`src/rtl/tim_capture_bank.sv`:
```
// Multi-channel input-capture bank: per-channel synchroniser, fDTS filter, edge/source select,
// event prescaler and capture register with sticky capture/overcapture flags.
module tim_capture_bank #(
  parameter int NUM_CH    = 4,
  parameter int CNT_WIDTH = 16,
  parameter int FILT_W    = 4
) (
  input  logic                        clk_i,
  input  logic                        rst_i,
  input  logic [1:0]                  ckd_i,
  input  logic [CNT_WIDTH-1:0]        cnt_i,
  input  logic [NUM_CH-1:0]           ti_i,
  input  logic                        trc_i,
  input  logic [2*NUM_CH-1:0]         ccs_i,
  input  logic [FILT_W*NUM_CH-1:0]    icf_i,
  input  logic [2*NUM_CH-1:0]         icps_i,
  input  logic [NUM_CH-1:0]           ccp_i,
  input  logic [NUM_CH-1:0]           ccnp_i,
  input  logic [NUM_CH-1:0]           cce_i,
  input  logic [NUM_CH-1:0]           ccif_clr_i,
  input  logic [NUM_CH-1:0]           ccof_clr_i,
  output logic [NUM_CH-1:0]           tif_o,
  output logic [CNT_WIDTH*NUM_CH-1:0] ccr_o,
  output logic [NUM_CH-1:0]           ccif_o,
  output logic [NUM_CH-1:0]           ccof_o,
  output logic [NUM_CH-1:0]           cap_evt_o
);

  logic [1:0]        r_dts_cnt;
  logic              w_tick;
  logic              r_trc_q;
  logic              r_trc_d;
  logic              w_trc_rise;
  logic [NUM_CH-1:0] w_rise;
  logic [NUM_CH-1:0] w_fall;

  // NOTE: sequential state uses non-blocking assignments so every flop samples pre-edge values.
  always_ff @(posedge clk_i) begin
    if (rst_i) begin
      r_dts_cnt <= '0;
      r_trc_q   <= 1'b0;
      r_trc_d   <= 1'b0;
    end else begin
      r_dts_cnt <= r_dts_cnt + 2'd1;
      r_trc_q   <= trc_i;
      r_trc_d   <= r_trc_q;
    end
  end

  assign w_tick     = (ckd_i == 2'b00) ? 1'b1 :
                      (ckd_i == 2'b01) ? r_dts_cnt[0] : (&r_dts_cnt);
  assign w_trc_rise = r_trc_q & ~r_trc_d;

  for (genvar g = 0; g < NUM_CH; g++) begin : g_ch
    localparam int PAIR = g ^ 1;

    logic                 r_sync1, r_sync2, r_tif, r_tif_d;
    logic [FILT_W-1:0]    r_filt_cnt;
    logic [2:0]           r_psc_cnt;
    logic [1:0]           r_icps_d;
    logic [CNT_WIDTH-1:0] r_ccr;
    logic                 r_ccif, r_ccof, r_cap_evt;

    logic [1:0]        w_ccs, w_icps;
    logic [FILT_W-1:0] w_icf;
    logic [FILT_W:0]   w_cnt_inc;
    logic              w_filt_done;
    logic              w_rise_sel, w_fall_sel, w_pol_evt, w_evt;
    logic [2:0]        w_psc_top;
    logic              w_icps_chg, w_cap;

    assign w_ccs       = ccs_i[2*g +: 2];
    assign w_icps      = icps_i[2*g +: 2];
    assign w_icf       = icf_i[FILT_W*g +: FILT_W];
    assign w_cnt_inc   = {1'b0, r_filt_cnt} + (FILT_W+1)'(1);
    assign w_filt_done = (w_cnt_inc >= {1'b0, w_icf});

    assign w_rise[g]  = r_tif & ~r_tif_d;
    assign w_fall[g]  = ~r_tif & r_tif_d;
    // Pair input keeps the partner's filter but applies this channel's polarity.
    assign w_rise_sel = (w_ccs == 2'b01) ? w_rise[PAIR] : w_rise[g];
    assign w_fall_sel = (w_ccs == 2'b01) ? w_fall[PAIR] : w_fall[g];

    // NOTE: every output of a combinational block gets a default first so no latch is inferred.
    always_comb begin
      w_pol_evt = w_rise_sel;
      case ({ccp_i[g], ccnp_i[g]})
        2'b10:   w_pol_evt = w_fall_sel;
        2'b11:   w_pol_evt = w_rise_sel | w_fall_sel;
        default: w_pol_evt = w_rise_sel;
      endcase
      w_evt = 1'b0;
      case (w_ccs)
        2'b00, 2'b01: w_evt = w_pol_evt;
        2'b10:        w_evt = w_trc_rise;
        default:      w_evt = 1'b0;
      endcase
      w_psc_top = 3'd0;
      case (w_icps)
        2'b01:   w_psc_top = 3'd1;
        2'b10:   w_psc_top = 3'd3;
        2'b11:   w_psc_top = 3'd7;
        default: w_psc_top = 3'd0;
      endcase
    end

    assign w_icps_chg = (w_icps != r_icps_d);
    assign w_cap      = cce_i[g] & w_evt & ~w_icps_chg & (r_psc_cnt == w_psc_top);

    always_ff @(posedge clk_i) begin
      if (rst_i) begin
        r_sync1    <= 1'b0;
        r_sync2    <= 1'b0;
        r_tif      <= 1'b0;
        r_tif_d    <= 1'b0;
        r_filt_cnt <= '0;
      end else begin
        r_sync1 <= ti_i[g];
        r_sync2 <= r_sync1;
        r_tif_d <= r_tif;
        if (w_tick) begin
          if (w_icf == '0) begin
            r_tif      <= r_sync2;
            r_filt_cnt <= '0;
          end else if (r_sync2 == r_tif) begin
            r_filt_cnt <= '0;
          end else if (w_filt_done) begin
            r_tif      <= r_sync2;
            r_filt_cnt <= '0;
          end else begin
            r_filt_cnt <= r_filt_cnt + 1'b1;
          end
        end
      end
    end

    // NOTE: capture registers are reset with the rest of the state so ccr_o reads 0 after reset.
    always_ff @(posedge clk_i) begin
      if (rst_i) begin
        r_icps_d  <= '0;
        r_psc_cnt <= '0;
        r_ccr     <= '0;
        r_ccif    <= 1'b0;
        r_ccof    <= 1'b0;
        r_cap_evt <= 1'b0;
      end else begin
        r_icps_d  <= w_icps;
        r_cap_evt <= w_cap;
        if (!cce_i[g] || w_icps_chg) begin
          r_psc_cnt <= '0;
        end else if (w_evt) begin
          r_psc_cnt <= (r_psc_cnt == w_psc_top) ? 3'd0 : r_psc_cnt + 3'd1;
        end
        // A capture dominates a same-cycle flag clear; overcapture set dominates its clear.
        if (w_cap) begin
          r_ccr  <= cnt_i;
          r_ccif <= 1'b1;
          if (r_ccif && !ccif_clr_i[g]) r_ccof <= 1'b1;
          else if (ccof_clr_i[g])       r_ccof <= 1'b0;
        end else begin
          if (ccif_clr_i[g]) r_ccif <= 1'b0;
          if (ccof_clr_i[g]) r_ccof <= 1'b0;
        end
      end
    end

    assign tif_o[g]                          = r_tif;
    assign ccr_o[CNT_WIDTH*g +: CNT_WIDTH]   = r_ccr;
    assign ccif_o[g]                         = r_ccif;
    assign ccof_o[g]                         = r_ccof;
    assign cap_evt_o[g]                      = r_cap_evt;
  end

endmodule
```
`config.mk`:
```
export PLATFORM = sky130hd
export DESIGN_NAME = tim_capture_bank
export DESIGN_NICKNAME = d
export VERILOG_FILES = /design/src/rtl/tim_capture_bank.sv
export SDC_FILE = /design/constraint.sdc
export NUM_CORES = 1
export LEC_CHECK = 0
export CAP_MARGIN = 0
export CELL_PAD_IN_SITES_DETAIL_PLACEMENT = 2
export CELL_PAD_IN_SITES_GLOBAL_PLACEMENT = 2
export CORE_MARGIN = 2
export CORE_UTILIZATION = 27
export DETAILED_ROUTE_END_ITERATION = 10
export PLACE_DENSITY = 0.83
export RECOVER_POWER = 50
export REMOVE_ABC_BUFFERS = 1
export SETUP_SLACK_MARGIN = 0.02
export SLEW_MARGIN = 20
export SYNTH_ARGS = -nofsm -noshare
export SYNTH_HDL_FRONTEND = slang
export SYNTH_SLANG_ARGS = --single-unit
```
`constraint.sdc`:
```
create_clock -name clk_i -period 2.1 [get_ports clk_i]
set_clock_uncertainty 0.1 [all_clocks]
set_input_delay 0.525 -clock clk_i [delete_from_list [all_inputs] [get_ports clk_i]]
set_output_delay 0.525 -clock clk_i [all_outputs]
set_load 0.03 [all_outputs]
```
==> impl_metrics.toml <==
[synth]
synthCells = 627
synth-seq-cells = 132
synth_area_leaders = "dfxtp_1 44%, mux2i_1 12%, nand2_1 5.9%, ha_1 5.2%, nand3b_1 2.6%"
synth_ff_type = "dfxtp_1"
syn_area_per_cell_um2 = 9.58
synth_edf_count = 0
syn_area_mm2 = 0.00600
synth.most_common_cell = "dfxtp_1"
async_flop_share = 0
yosysWarningCount = 0
synth_area_leader_cell = "dfxtp_1"
yosys.area.top_type_share = 0.440
synth-seq-area-share = 0.440
synth_commonest_cells = "132 x dfxtp_1, 94 x nand2_1, 69 x mux2i_1"
ys_types = 45

[drt]
antenna_left = 0
wl_mm = 21.9
drtIter0Drc = 142
via_count = 5422
firstDrtPassIters = 4
wl_per_cell_um = 19.2
drc = 0
via_per_inst = 4.76

[critical_path]
path_cells = "dlygate4sd2_1, or3b_4, a221oi_2, a311oi_2, or3_4, buf_12, mux2i_2"
worst-setup-path-type = "in -> reg"
r2r_start = "g_ch[0].r_psc_cnt[2]"
critPathLaunchType = "primary input"
cp_top_family = "simple AND/OR/NAND/NOR gates"
critPathBufInv = 2
crit_arrival_ns = 2.35
r2r_end = "g_ch[0].r_ccr[10]"
cp_max_fo = 8
cp-end-kind = "register"
max_stage_delay_ns = 0.45
r2r_slack_ns = -0.01
reg2reg_depth = 6
crit_required_ns = 2.33
slowest_stage = "or3_4"

[clocking]
clockBufferDepth = 2
cts_buffers = 17
htree_num_levels = 4
root_buffer = "clkbuf_16"
cts.clk_slew.worst_paths_ns = 0.07
numClockSinks = 132
insertion_delay_ns = 0.42
cts_tree = "built"

[finish]
layout-drive-gt1-share = 0.225
multi_input_area_mm2 = 0.00330
seqCellArea_mm2 = 0.00266
final_cells = 1138
synthToLayoutAreaGrowth_pct = 54.5
final_core_util = 0.425
fill_cells = 2350
finish.net_count = 944

[place]
place_inst = 1088
place_congestion = 0.785
io_buffers = 156
hpwl_mm = 15.0

[hold_path]
hold_start = "g_ch[1].r_sync1"
whs_path_depth = 1
hold_end = "g_ch[1].r_sync2"
hp-class = "reg -> reg"

[sta]
post-route-min-period_ns = 2.11
fin_ws_ns = -0.0128
setup_viol = 3
slew_violations = 0
fmax_mhz = 473
max-slew-margin-rel = 0.238
fin_crit_sh = 1.01
hold_viol = 0
rsz0062_at_grt = "true"
tightest_slew_ns = 1.14

[die]
fp.dieH_um = 153
core_area_mm2 = 0.0218
initial_core_util = 0.275
pin_count = 157
die_w_um = 153
num_rows = 54
die_area_mm2 = 0.0234

[global_route]
grt_usage = 0.186
grt_pass1_vias = 6021
antenna_found_initial = 3
grt_max_degree = 50
grt_overflow_total = 0
grt_pass1_wl_mm = 34.2

[power_and_ir_drop]
p_sw_frac = 0.250
switching_power_uw = 1540
pwr-share-clk = 0.499
p_comb_frac = 0.089
p_leak_uw = 0.00433
p_int_uw = 4630
ir_worst_vdd_uv = 448
p_per_area_mw_per_mm2 = 665
pwr-share-seq = 0.412

[job]
maxCapViolCount = 0

[status]
run_status = "finished, violations left"
violations = "negative setup slack"
[flip-flops by register name, indices dropped and copies added, names as in the netlist]
register / count
g_ch.r_ccif: 4
r_trc_q: 1
g_ch.r_tif_d: 4
g_ch.r_ccof: 4
r_trc_d: 1
g_ch.r_sync1: 4
g_ch.r_sync2: 4
g_ch.r_psc_cnt: 12
r_dts_cnt: 2
g_ch.r_cap_evt: 4
g_ch.r_tif: 4
g_ch.r_ccr: 64
g_ch.r_icps_d: 8
g_ch.r_filt_cnt: 16
[power by group through the flow]
stage	Clock (uW)	Combinational [uW]	Sequential, uW
after CTS	3150	537	2540
final	3080	550	2540
after floorplan	0	171	2600
after detailed placement	0	518	2600
after global placement	0	502	2600
after global routing	3270	601	2540
[final cells by class]
cell class | instances | area share
multi-input combinational | 430 | 0.356
sequential | 132 | 0.287
timing repair buffer | 235 | 0.243
clock buffer | 18 | 0.0473
tap | 280 | 0.0378
clock inverter | 14 | 0.0179
inverter | 26 | 0.0105
antenna | 3 | 0.000809
[timing repair]
item / 4_1_cts / 5_1_grt
hold buffers: 0 / 0
pin swaps: 16 / 11
setup buffers: 10 / 4
endpoints found under the setup margin: 146 / 98
gates resized for setup: 109 / 77
gates cloned: 4 / 0
endpoints found under the hold margin: 0 / 0
[routing by layer]
metal  track usage  vias to the layer above  routed length [um]
met2         0.344                       87               11800
met1         0.214                     2695                8910
met5             0                        -                   0
met3        0.0374                       20                 719
li1              -                     2620                   -
met4        0.0613                        0                 432
[cell families after synthesis]
group	count (synthesis)	share of synthesized area
xor+xnor	23	0.0335
compound gates	78	0.0938
fa+ha+maj	25	0.0521
buf+inv	65	0.0600
simple gates	234	0.204
mux	70	0.117
flops	132	0.440
[layout by cell type, fill, tap and decap left out, types with 16 or more instances in the layout]
cell type	count
dfxtp_1	123
dlygate4sd2_1	70
clkbuf_16	17
mux2i_1	55
nand2_1	94
a21oi_1	16
xnor2_1	18
nor2_1	20
inv_1	25
ha_1	25
nor2b_1	23
nand3b_1	21
clkdlybuf4s50_1	65
buf_4	61
[worst max path at each step]
stage / cells past startpoint / from / slack (ns) / endpoint
floorplan: 4 / rst_i / -0.79 / g_ch[2].r_ccof
global placement: 7 / ccs_i[4] / -0.68 / g_ch[2].r_ccof
detailed placement: 7 / ccs_i[4] / -0.84 / g_ch[2].r_ccof
CTS: 6 / g_ch[1].r_psc_cnt[2] / -0.06 / g_ch[1].r_ccr[8]
global route: 6 / g_ch[0].r_tif / -0.08 / g_ch[0].r_ccr[3]
finish: 7 / ccs_i[2] / -0.01 / g_ch[1].r_ccr[8]
[through the flow]
stage / setup TNS, ns / worst slack [ns] / area, um2 / total power [uW] / hold slack [ns]
6_report: -0.0303 / -0.0128 / 9280 / 6170 / 0.337
5_1_grt: -0.806 / -0.0756 / 9270 / 6420 / 0.364
4_1_cts: -0.337 / -0.0597 / 9020 / 6230 / 0.343
3_5_place_dp: -60.73 / -0.838 / 8210 / 3120 / 0.329
3_3_place_gp: -54.16 / -0.684 / 8210 / 3100 / 0.323
2_1_floorplan: -41.29 / -0.786 / 5740 / 2770 / 0.307
Note: power is estimated with default switching activity, not from simulation.
==> RTL change 1 (same settings) <==
The parameter `NUM_CH` goes from 4 to 2.
--- a/src/rtl/tim_capture_bank.sv
+++ b/src/rtl/tim_capture_bank.sv
@@ -1,7 +1,7 @@
 // Multi-channel input-capture bank: per-channel synchroniser, fDTS filter, edge/source select,
 // event prescaler and capture register with sticky capture/overcapture flags.
 module tim_capture_bank #(
-  parameter int NUM_CH    = 4,
+  parameter int NUM_CH    = 2,
   parameter int CNT_WIDTH = 16,
   parameter int FILT_W    = 4
 ) (
Interface: changed (14 resized); port bits go from 157 to 89. The function was not compared with the original's and may differ.
==> RTL change 1 against the unedited design <==
  * The flow still finishes with violations (negative setup slack)
  * Hold slack better by 0.013 ns
  * Final cell count down 44%
  * Area after synthesis down 46%
  * Clock power down 46%
  * Combinational power down 38%
  * Sequential cell count down 64
  * Worst setup slack worse by 0.068 ns
  * Maximum frequency down 3.1%
  * Synthesized cell count down 44%
  * Routed wire length down 36%
  * Cell area down 44%
  * Power down 46%
  * Critical path type unchanged
  * Critical endpoint is now g_ch[1].r_ccr[6]
==> RTL change 1: results (changes against the unedited design) <==
status complete, but fails checks; failing checks negative setup slack; family with the most delay on the worst path buffers and inverters; vias in the first global route 3682 (-39%); first-pass GRT wire length 20500 um (-40%); fin nets 542 (-43%); setup ws final -0.0812 ns (-0.0684 ns); GRT Total Usage 20.7% (+2.1 points); Slew headroom 45.2% (+21 points); placed standard-cell area 4450 um2 (-46%); HPWL Detailed 7750 um (-48%); Via density 5.15 (+8.1%); H-tree levels 3 (-1); average size of a mapped cell 9.19 um2 (-4.0%); CP max FO 6 (-2); total negative setup slack -0.239 ns (-0.208 ns); I/O Buffers 88 (-44%); VDD IR max 0.308 mV (-31%); Num CTS Buffers 9 (-8); Final GP Congestion 0.842 (+7.3%); Final setup violation count 8 (+5); slowest stage cell on the critical path clkdlybuf4s50_1; sw power 804 uW (-48%); largest net degree at the start of global routing 40 (-20%); CP max stage delay 0.52 ns (+0.07 ns); initial antenna violation count 0 (-3); largest registers g_ch.r_ccr x32, g_ch.r_filt_cnt x8, g_ch.r_psc_cnt x6; # diodes 0 (-3); most instantiated cells after synthesis 68 x dfxtp_1, 43 x nand2b_1, 29 x a21oi_1; top cells by area, synth dfxtp_1 42%, nand2b_1 8.3%, mux2i_1 5.9%; dpl cells 598 (-45%)
==> RTL change 1: area by class of cell <==
cell class,count,area [um2]
clock buffers,10,229
clock inverters,6,88.8
fillers,1239,6650
inverters,14,52.6
multi-input cells,247,1960
flip-flops and latches,68,1370
well taps,147,184
repair buffers,140,1330
==> RTL change 1: kinds of logic after synthesis <==
kind of cell               after synthesis  share of synthesized area (%)
xor gates and xnor gates                12                           3.24
DFF                                     68                           41.9
and+or+nand+nor                        131                           24.1
AOI/OAI and AO/OA                       71                           13.7
buffers and inverters                   39                           6.17
muxes                                   19                           5.86
adders and majority gates               13                           5.01
==> RTL change 1: power by group through the flow <==
| stage | registers [uW] | logic, uW | clock network (uW) |
|---|---|---|---|
| after floorplan | 1340 | 95.1 | 0 |
| after global placement | 1340 | 282 | 0 |
| after detailed placement | 1340 | 295 | 0 |
| after CTS | 1320 | 317 | 1680 |
| after global routing | 1320 | 365 | 1770 |
| final | 1320 | 342 | 1670 |
==> RTL change 1: stage by stage <==
step	worst slack, ns	util (%)	hold WS, ns
5_1_grt	-0.146	44.0	0.365
6_report	-0.0812	44.0	0.349
4_1_cts	0.0115	42.4	0.350
2_1_floorplan	-0.441	-	0.307
3_5_place_dp	-0.805	37.5	0.335
3_3_place_gp	-0.602	37.5	0.321
==> RTL change 1: worst paths after layout <==
path	from	endpoint	slack [ns]	cells after the start
min reg2reg	r_dts_cnt[0]	r_dts_cnt[0]	0.35	1
min	r_dts_cnt[0]	r_dts_cnt[0]	0.35	1
max reg2reg	g_ch[0].r_psc_cnt[2]	g_ch[0].r_ccr[4]	-0.04	6
max	icps_i[3]	g_ch[1].r_ccr[6]	-0.08	8
==> RTL change 1: worst register-to-register path, stage by stage (launching register included) <==
cell and delay (ns):
dfxtp_2 0.32, or4_4 0.54, mux2i_4 0.18, a21oi_2 0.06
or3_4 0.46, buf_12 0.17, mux2i_4 0.18
==> RTL change 1: per-layer routing <==
| layer | share of wire (%) | global-route usage (%) | up-vias | routed length (um) |
|---|---|---|---|---|
| met5 | 0 | 0 | - | 0 |
| met4 | 2.6 | 6.99 | 0 | 362 |
| met3 | 3.1 | 3.67 | 28 | 434 |
| met2 | 53 | 39.6 | 75 | 7460 |
| met1 | 41 | 23.1 | 1662 | 5690 |
| li1 | - | - | 1491 | - |
==> RTL change 1: repair_timing <==
item | CTS | global route
hold buffers | 0 | 0
pin swaps | 9 | 17
gates resized for setup | 52 | 46
setup buffers | 6 | 9
cloned | 3 | 0
endpoints found under the setup margin | 46 | 48
==> RTL change 2 (config.mk and constraints unchanged) <==
Made on the original files. Put one more register stage on the output `ccr_o`. The value now appears one clock later. The other outputs are not delayed to match.
--- a/src/rtl/tim_capture_bank.sv
+++ b/src/rtl/tim_capture_bank.sv
@@ -25,6 +25,8 @@
   output logic [NUM_CH-1:0]           ccof_o,
   output logic [NUM_CH-1:0]           cap_evt_o
 );
+
+  logic [CNT_WIDTH*NUM_CH-1:0] ccr_d;
 
   logic [1:0]        r_dts_cnt;
   logic              w_tick;
@@ -165,10 +167,14 @@
     end
 
     assign tif_o[g]                          = r_tif;
-    assign ccr_o[CNT_WIDTH*g +: CNT_WIDTH]   = r_ccr;
+    assign ccr_d[CNT_WIDTH*g +: CNT_WIDTH]   = r_ccr;
     assign ccif_o[g]                         = r_ccif;
     assign ccof_o[g]                         = r_ccof;
     assign cap_evt_o[g]                      = r_cap_evt;
   end
 
+  always_ff @(posedge clk_i) begin
+    ccr_o <= ccr_d;
+  end
+
 endmodule
Check against the original RTL: not equivalent (a bounded check fails within 4 cycles, from zero or initial values and one cycle with rst_i high).
==> RTL change 2 against the unedited design <==
  * The run still ends with negative setup slack left
  * Cell area grew 16%
  * Routed wire length increased by 5.7%
  * Worst setup slack lost 0.071 ns
  * Highest routed layer unchanged
  * Combinational power shrank 4.4%
  * Area after synthesis is 25% higher
  * Power is 28% higher
  * Hold slack lost 0.083 ns
  * Sequential cell count up 64
  * Critical endpoint is now g_ch[3].r_ccof
==> RTL change 2: results (changes against the unedited design) <==
Static Leak 0.00475 uW (+9.5%); most instantiated cells after synthesis 196 x dfxtp_1, 97 x nand2b_1, 71 x mux2i_1; Clk Latency, worst-skew pair 0.44 ns (+0.02 ns); First DRT Iteration DRCs 171 (+20%); Tightest Pin Transition 0.394 ns (-0.749 ns); Worst-path clk slew 0.08 ns; Synth cell types 53 (+18%); Post-Route WL 23100 um (+5.7%); slowest stage cell on the critical path or3_4; Fillers 2958 (+26%); first-pass GRT wire length 35000 um (+2.5%); initial antenna violation count 1 (-2); dpl ws -0.738 ns (+0.100 ns); CP max FO 5 (-3); # diodes 1 (-2); via count 5725 (+5.6%); ClkCell Share 6.18% (-0.35 points); Signal buffers 217 (-7.7%); Final GP Congestion 0.776 (-1.2%); layout cells sized above 1 18.1% (-4.4 points); Final setup violation count 27 (+24); failing checks negative setup slack; fraction of area in multi-input gates 32.2% (-3.4 points); GRT Total Usage 15.8% (-2.8 points); multi-input gates 433 (+0.70%); number of non-clock inverters 24 (-7.7%); fin nets 991 (+5.0%); synthesized instance count 694 (+11%); HPWL Detailed 15600 um (+4.0%); Post-Layout Cell Count 1281 (+13%); clkbuf count 17 (-1); sequential cell area fraction in the yosys report 52.2% (+8.2 points); Clock Path Buffers 2 (unchanged); setup ws final -0.0838 ns (-0.0710 ns); Gates resized, CTS repair 116 (+6.4%); storage element area 3940 um2 (+48%); drt first pass iters 4 (unchanged); postcts setup bufs 7 (-3); VDD IR max 0.450 mV (+0.45%); largest net degree at the start of global routing 89 (+78%); largest registers ccr_o x64, g_ch.r_ccr x64, g_ch.r_filt_cnt x16; Synth async-reset ratio 0% (unchanged); status complete, but fails checks; CP max stage delay 0.47 ns (+0.02 ns); final sequential cell count 196 (+48%); I/O Buffers 156 (unchanged); top cells by area, synth dfxtp_1 52%, mux2i_1 9.5%, nand2b_1 8.1%; Root Driver clkbuf_16; vias in the first global route 6423 (+6.7%); H-tree levels 4 (unchanged); Hold Path Class flip-flop to flip-flop; Synth Warn # 0 (unchanged); dpl cells 1233 (+13%); critical path arrival 2.44 ns (+0.09 ns); Data buffer area share 19.7% (-4.6 points)
## RTL change 2: report_power, final
| part | internal (uW) | switching, uW | total, uW |
|---|---|---|---|
| Sequential | 3740 | 15.2 | 3750 |
| Clock | 1710 | 1880 | 3590 |
| Combinational | 285 | 242 | 526 |
## RTL change 2: cell families (layout without fill, tap and decap cells)
logic type / Yosys count / in the layout / share of synthesized area (%)
multiplexers: 72 / 72 / 9.61
buffers and inverters: 65 / 273 / 4.88
flip-flops: 196 / 196 / 52.2
AO/OA/AOI/OAI: 78 / 78 / 7.51
adder cells (fa/ha/maj): 25 / 25 / 4.16
other: 0 / 1 / 0
AND/OR/NAND/NOR: 235 / 235 / 18.9
XOR/XNOR: 23 / 23 / 2.68
## RTL change 2: worst paths after layout
kind	from	endpoint	depth (start not counted)
setup / recovery	ccs_i[6]	g_ch[3].r_ccof	7
hold / removal	g_ch[1].r_ccr[11]	ccr_o[27]	0
setup reg to reg	g_ch[3].r_tif	g_ch[3].r_ccof	6
hold reg to reg	g_ch[1].r_ccr[11]	ccr_o[27]	0
## RTL change 2: routing by layer
layer / GRT usage (%) / part of all wire, % / up-vias
met2: 29.8 / 54 / 94
li1: - / - / 2771
met1: 17.4 / 41 / 2840
met3: 3.40 / 3.4 / 20
met5: 0 / 0 / -
met4: 5.45 / 1.9 / 0
## RTL change 2: per-stage QoR
step | area (um2) | total power, uW | TNS [ns] | hold WS [ns] | util, %
2_1_floorplan | 7240 | 4020 | -24.83 | 0.232 | -
3_3_place_gp | 9680 | 4340 | -50.87 | 0.237 | 35.0
3_5_place_dp | 9680 | 4350 | -57.07 | 0.241 | 35.0
4_1_cts | 10500 | 7960 | -0.0983 | 0.256 | 38.0
5_1_grt | 10700 | 8190 | -5.07 | 0.265 | 38.9
6_report | 10700 | 7870 | -1.12 | 0.254 | 38.9
